File: src/rtl/button_encoder_4x2_pkg.sv
`default_nettype none
// ============================================================================
// Module   : button_encoder_4x2_pkg
// Purpose  : Shared FSM encoding, default debounce length and encode helpers.
// Revision : 1.0 - initial release
// ============================================================================
package button_encoder_4x2_pkg;

    localparam int c_DEFAULT_DEBOUNCE_CYCLES = 100000;

    typedef enum logic [0:0] {
        IDLE = 1'b0,
        HOLD = 1'b1
    } state_t;

    // Bit 0 has the highest priority.
    function automatic logic [1:0] lowestIndex(input logic [3:0] vec);
        logic [1:0] idx;
        if (vec[0])      idx = 2'd0;
        else if (vec[1]) idx = 2'd1;
        else if (vec[2]) idx = 2'd2;
        else             idx = 2'd3;
        return idx;
    endfunction

    function automatic logic isMulti(input logic [3:0] vec);
        return ((vec & (vec - 4'd1)) != 4'd0);
    endfunction

endpackage
`default_nettype wire

File: src/rtl/btn_debounce.sv
`default_nettype none
// ============================================================================
// Module   : btn_debounce
// Purpose  : Two-flop synchronizer followed by a stable-vector debouncer.
// Revision : 1.0 - initial release
// ============================================================================
module btn_debounce
    import button_encoder_4x2_pkg::*;
#(
    parameter int DEBOUNCE_CYCLES = c_DEFAULT_DEBOUNCE_CYCLES
) (
    input  logic       i_clk,
    input  logic       i_reset_n,
    input  logic [3:0] i_btn,
    output logic [3:0] deb
);

    localparam int                 c_CNT_W   = $clog2(DEBOUNCE_CYCLES);
    localparam logic [c_CNT_W-1:0] c_CNT_MAX = c_CNT_W'(DEBOUNCE_CYCLES - 1);

    logic [3:0]         r_s1;
    logic [3:0]         r_s2;
    logic [3:0]         r_cand;
    logic [3:0]         r_deb;
    logic [c_CNT_W-1:0] r_cnt;

    always_ff @(posedge i_clk) begin
        if (!i_reset_n) begin
            r_s1 <= 4'b0000;
            r_s2 <= 4'b0000;
        end else begin
            r_s1 <= i_btn;
            r_s2 <= r_s1;
        end
    end

    // Any change of the synchronized vector restarts the stability window.
    always_ff @(posedge i_clk) begin
        if (!i_reset_n) begin
            r_cand <= 4'b0000;
            r_cnt  <= '0;
            r_deb  <= 4'b0000;
        end else if (r_s2 != r_cand) begin
            r_cand <= r_s2;
            r_cnt  <= '0;
        end else if (r_cnt == c_CNT_MAX) begin
            r_deb  <= r_cand;
        end else begin
            r_cnt  <= r_cnt + 1'b1;
        end
    end

    assign deb = r_deb;

endmodule
`default_nettype wire

File: src/rtl/button_encoder_4x2.sv
`default_nettype none
// ============================================================================
// Module   : button_encoder_4x2
// Purpose  : Debounced 4-button panel encoder with press pulse and hold flags.
// Revision : 1.0 - initial release
// ============================================================================
module button_encoder_4x2
    import button_encoder_4x2_pkg::*;
#(
    parameter int DEBOUNCE_CYCLES = c_DEFAULT_DEBOUNCE_CYCLES
) (
    input  logic       i_clk,
    input  logic       i_reset_n,
    input  logic [3:0] i_btn,
    output logic [1:0] o_code,
    output logic       o_valid,
    output logic       o_pressed,
    output logic       o_multi
);

    logic [3:0] w_deb;
    state_t     r_state;
    state_t     w_nextState;
    logic       w_press;
    logic [1:0] r_code;
    logic       r_valid;
    logic       r_pressed;
    logic       r_multi;

    btn_debounce #(
        .DEBOUNCE_CYCLES(DEBOUNCE_CYCLES)
    ) u_debounce (
        .i_clk    (i_clk),
        .i_reset_n(i_reset_n),
        .i_btn    (i_btn),
        .deb      (w_deb)
    );

    always_ff @(posedge i_clk) begin
        if (!i_reset_n) begin
            r_state <= IDLE;
        end else begin
            r_state <= w_nextState;
        end
    end

    always_comb begin
        w_nextState = r_state;
        w_press     = 1'b0;
        case (r_state)
            IDLE: begin
                if (w_deb != 4'b0000) begin
                    w_nextState = HOLD;
                    w_press     = 1'b1;
                end
            end
            HOLD: begin
                if (w_deb == 4'b0000) begin
                    w_nextState = IDLE;
                end
            end
            default: begin
                w_nextState = IDLE;
            end
        endcase
    end

    // Code is only captured on a fresh press, so roll-over keeps the first key.
    always_ff @(posedge i_clk) begin
        if (!i_reset_n) begin
            r_code    <= 2'd0;
            r_valid   <= 1'b0;
            r_pressed <= 1'b0;
            r_multi   <= 1'b0;
        end else begin
            r_valid   <= w_press;
            r_pressed <= (w_nextState == HOLD);
            r_multi   <= isMulti(w_deb);
            if (w_press) begin
                r_code <= lowestIndex(w_deb);
            end
        end
    end

    assign o_code    = r_code;
    assign o_valid   = r_valid;
    assign o_pressed = r_pressed;
    assign o_multi   = r_multi;

endmodule
`default_nettype wire

File: config.mk
export PLATFORM = sky130hd
export DESIGN_NAME = button_encoder_4x2
export DESIGN_NICKNAME = d
export VERILOG_FILES = /design/src/rtl/button_encoder_4x2_pkg.sv /design/src/rtl/btn_debounce.sv /design/src/rtl/button_encoder_4x2.sv
export SDC_FILE = /design/constraint.sdc
export NUM_CORES = 1
export LEC_CHECK = 0
export CAP_MARGIN = 20
export CORE_MARGIN = 3
export CORE_UTILIZATION = 56
export CTS_CLUSTER_DIAMETER = 30
export DETAILED_ROUTE_END_ITERATION = 6
export GPL_TIMING_DRIVEN = 0
export PLACE_DENSITY_LB_ADDON = 0.12
export RECOVER_POWER = 50
export SKIP_LAST_GASP = 1
export SLEW_MARGIN = 20
export SYNTH_ARGS = -nofsm -noshare
export SYNTH_HDL_FRONTEND = slang
export SYNTH_SLANG_ARGS = --single-unit
File: constraint.sdc
create_clock -name i_clk -period 2.2 [get_ports i_clk]
set_clock_uncertainty 0.05 [all_clocks]
set_input_delay 0.44 -clock i_clk [delete_from_list [all_inputs] [get_ports i_clk]]
set_output_delay 0.44 -clock i_clk [all_outputs]
set_load 0.02 [all_outputs]
==> results.cfg <==
[outcome]
outcome = finished, final reports clean

[sta]
unrepaired_setup_endpoints_after_global_routing = false
min_period_over_period_pct = 85.4
post-route-min-period_ns = 1.88
setup_tns_ns = 0
report.final.setup_viol = 0
tightestPinTransition_ns = 0.399
timing.fmax_mhz = 532
slew_headroom_pct = 73.1
final_hold_viol_count = 0
final_max_slew_viol_count = 0

[min_path]
hold_path_class = register to register

[setup_path]
cp_cell_sequence = clkdlybuf4s50_1
cpMaxStageDelayCell = clkdlybuf4s50_1
critical_path_buf_inv_count = 1
data_required_time_at_the_worst_endpoint_ns = 1.71
worst_setup_path_end_kind = primary output
regToRegSetupSlack_ns = 0.41
arrival_time_at_the_worst_endpoint_ns = 1.39
startpoint_type = register
timing.critical_path.max_delay_family = buffers and inverters
critPathMaxStageDelay_ns = 0.63
worst-path-max-fanout = 6
timing_worst_setup_path_type = register to primary output

[layout]
areaGrowthSynthToFinish_pct = 15.6
most_common_cell_after_layout_fill_and_taps_aside = dfxtp_1
post_route_cells_drive_above_1_share_pct = 12.1
mostFrequentLayoutCells = dfxtp_1, nor2_1, xor2_1, nand2_1, clkdlybuf4s50_1
antenna_cells_inserted = 0
nNetsFinal = 179
final_area_um2 = 1760
stdcell_count = 203
filler_cell_count = 217

[clocking]
cts_buffer_count = 5
cts_root_buffer = clkbuf_4
cts_setup_buffers = 0
clkTransAtPathRegs_ns = 0.12
cts_max_path_bufs = 2
cts.htree.levels = 2
cts_hold_bufs = 0
cts_tree = done
postCtsResizedCells = 0
clock-sinks = 38
clock_insertion_delay_worst_skew_ns = 0.33

[synth]
post_synth_inst_count = 155
mappedNetlistArea_um2 = 1520
post_synth.cell_area_avg_um2 = 9.82
synth-warning-count = 0
yosys.cell_types.count = 34
syn-num-nets = 162
share_of_the_yosys_chip_area_belonging_to_registers_pct = 50.0
synth.ff_latch_count = 38

[pwr]
ir_worst_vdd_v = 0.000660
leakagePower_nw = 0.660
power_density_nw_per_um2 = 756
post-layout-total-power_mw = 1.33

[drt]
post-route-drc-count = 0
first_pass_iters = 4
drtAntennaViolNets = 0
detail_route.iter0.violations = 30
vias = 1116
vias_per_cell = 5.50
routedWlPerCell_um = 12.0
drt-total-wl_um = 2430

[global_route]
grt_use_total_pct = 17.2
wire_length_of_the_first_global_routing_pass_um = 4460
maximum_number_of_pins_on_one_net_before_global_route_repair = 14
remaining_overflow_grt = 0
first_global_vias = 1103
grt_antenna_before_repair = 0

[die]
starting_density_of_the_core_pct = 60.3
coreArea_um2 = 2520
die_x_um = 58.1
design.portCount = 11
die_y_um = 58.1
core.rowCount = 18
floorplan.die_area_um2 = 3380

[placed_design]
dpl-instance-area_um2 = 1660
place_congestion = 0.749
port_buf_inserts = 10
detailed_placer_s_ending_hpwl_um = 1860
post-place-cells = 195

[job]
maxCapViolCount = 0
==> routing by layer <==
metal  up-vias  GRT usage (%)  routed length (um)
met3         2           6.68                 117
li1        574              -                   -
met2        17           28.4                1150
met4         0           4.97                  18
met1       523           20.7                1140
met5         -              0                   0
==> cell usage after synthesis <==
master / instances / area (um2)
dfxtp_1: 38 / 761
nor2_1: 15 / 56.3
nand2_1: 14 / 52.6
xor2_1: 14 / 123
and2_1: 13 / 81.3
nand4_1: 8 / 50.1
a21oi_1: 7 / 35.0
and4_1: 4 / 35.0
mux2i_1: 4 / 40.0
nand3_1: 4 / 20.0
o21ai_0: 3 / 15.0
or3_1: 3 / 18.8
and4bb_2: 2 / 25.0
buf_2: 2 / 10.0
buf_6: 2 / 22.5
clkbuf_1: 2 / 7.51
inv_1: 2 / 7.51
o221a_2: 2 / 22.5
a211oi_1: 1 / 7.51
a21boi_0: 1 / 7.51
a31oi_1: 1 / 6.26
and2_4: 1 / 8.76
and3_1: 1 / 6.26
and4_4: 1 / 11.3
buf_4: 1 / 7.51
ha_1: 1 / 12.5
nor2b_1: 1 / 6.26
nor3_1: 1 / 5.00
nor4_2: 1 / 12.5
nor4b_2: 1 / 15.0
o21bai_1: 1 / 7.51
o311a_1: 1 / 10.0
or2_2: 1 / 6.26
xnor2_1: 1 / 8.76
==> sequential cells by signal, summed over array words and instances (netlist names) <==
| signal | cells |
|---|---|
| u_debounce.r_cnt | 17 |
| u_debounce.deb | 4 |
| u_debounce.r_cand | 4 |
| u_debounce.r_s1 | 4 |
| u_debounce.r_s2 | 4 |
| o_code | 2 |
| o_multi | 1 |
| o_pressed | 1 |
| o_valid | 1 |
==> logic make-up (layout without fill, tap and decap cells) <==
logic type               count (synthesis)  in the layout  synth area share [%]
AND/OR/NAND/NOR                         71             71                  27.0
flip-flops                              38             38                  50.0
AO/OA/AOI/OAI                           17             17                  7.32
XOR/XNOR                                15             15                  8.64
buffers and inverters                    9             27                  3.62
multiplexers                             4              4                  2.63
adder cells (fa/ha/maj)                  1              1                 0.822
==> path summary, 6_finish.rpt <==
check	startpoint	to	depth (start not counted)
worst max-delay path	o_pressed	o_pressed	1
worst min-delay path	u_debounce.r_s1[1]	u_debounce.r_s2[1]	1
worst max register to register	u_debounce.r_cnt[0]	u_debounce.deb[1]	7
worst min register to register	u_debounce.r_s1[1]	u_debounce.r_s2[1]	1
==> through the flow <==
step,hold slack (ns),setup WS [ns],utilization [%]
final,0.397,0.321,69.7
after global placement,0.364,0.431,65.8
after global routing,0.419,0.247,69.7
after floorplan,0.362,0.609,-
after detailed placement,0.372,0.406,65.8
after CTS,0.401,0.292,70.0
==> final cells by class <==
type	count	area (um2)	area share (%)
Buffer	7	47.5	2.70
Clock buffer	5	37.5	2.13
Clock inverter	3	68.8	3.91
Sequential cell	38	761	43.2
Timing Repair Buffer	10	100	5.69
Tap cell	30	37.5	2.13
Multi-Input combinational cell	108	699	39.8
Inverter	2	7.51	0.427
==> power by group <==
part	internal [mW]	leakage [nW]	total [mW]	switching (mW)
sequential	0.700	0.308	0.707	0.00707
clock	0.356	0.0554	0.580	0.224
combinational	0.0204	0.296	0.0440	0.0236
No activity file was read; power rests on OpenSTA's default activity.
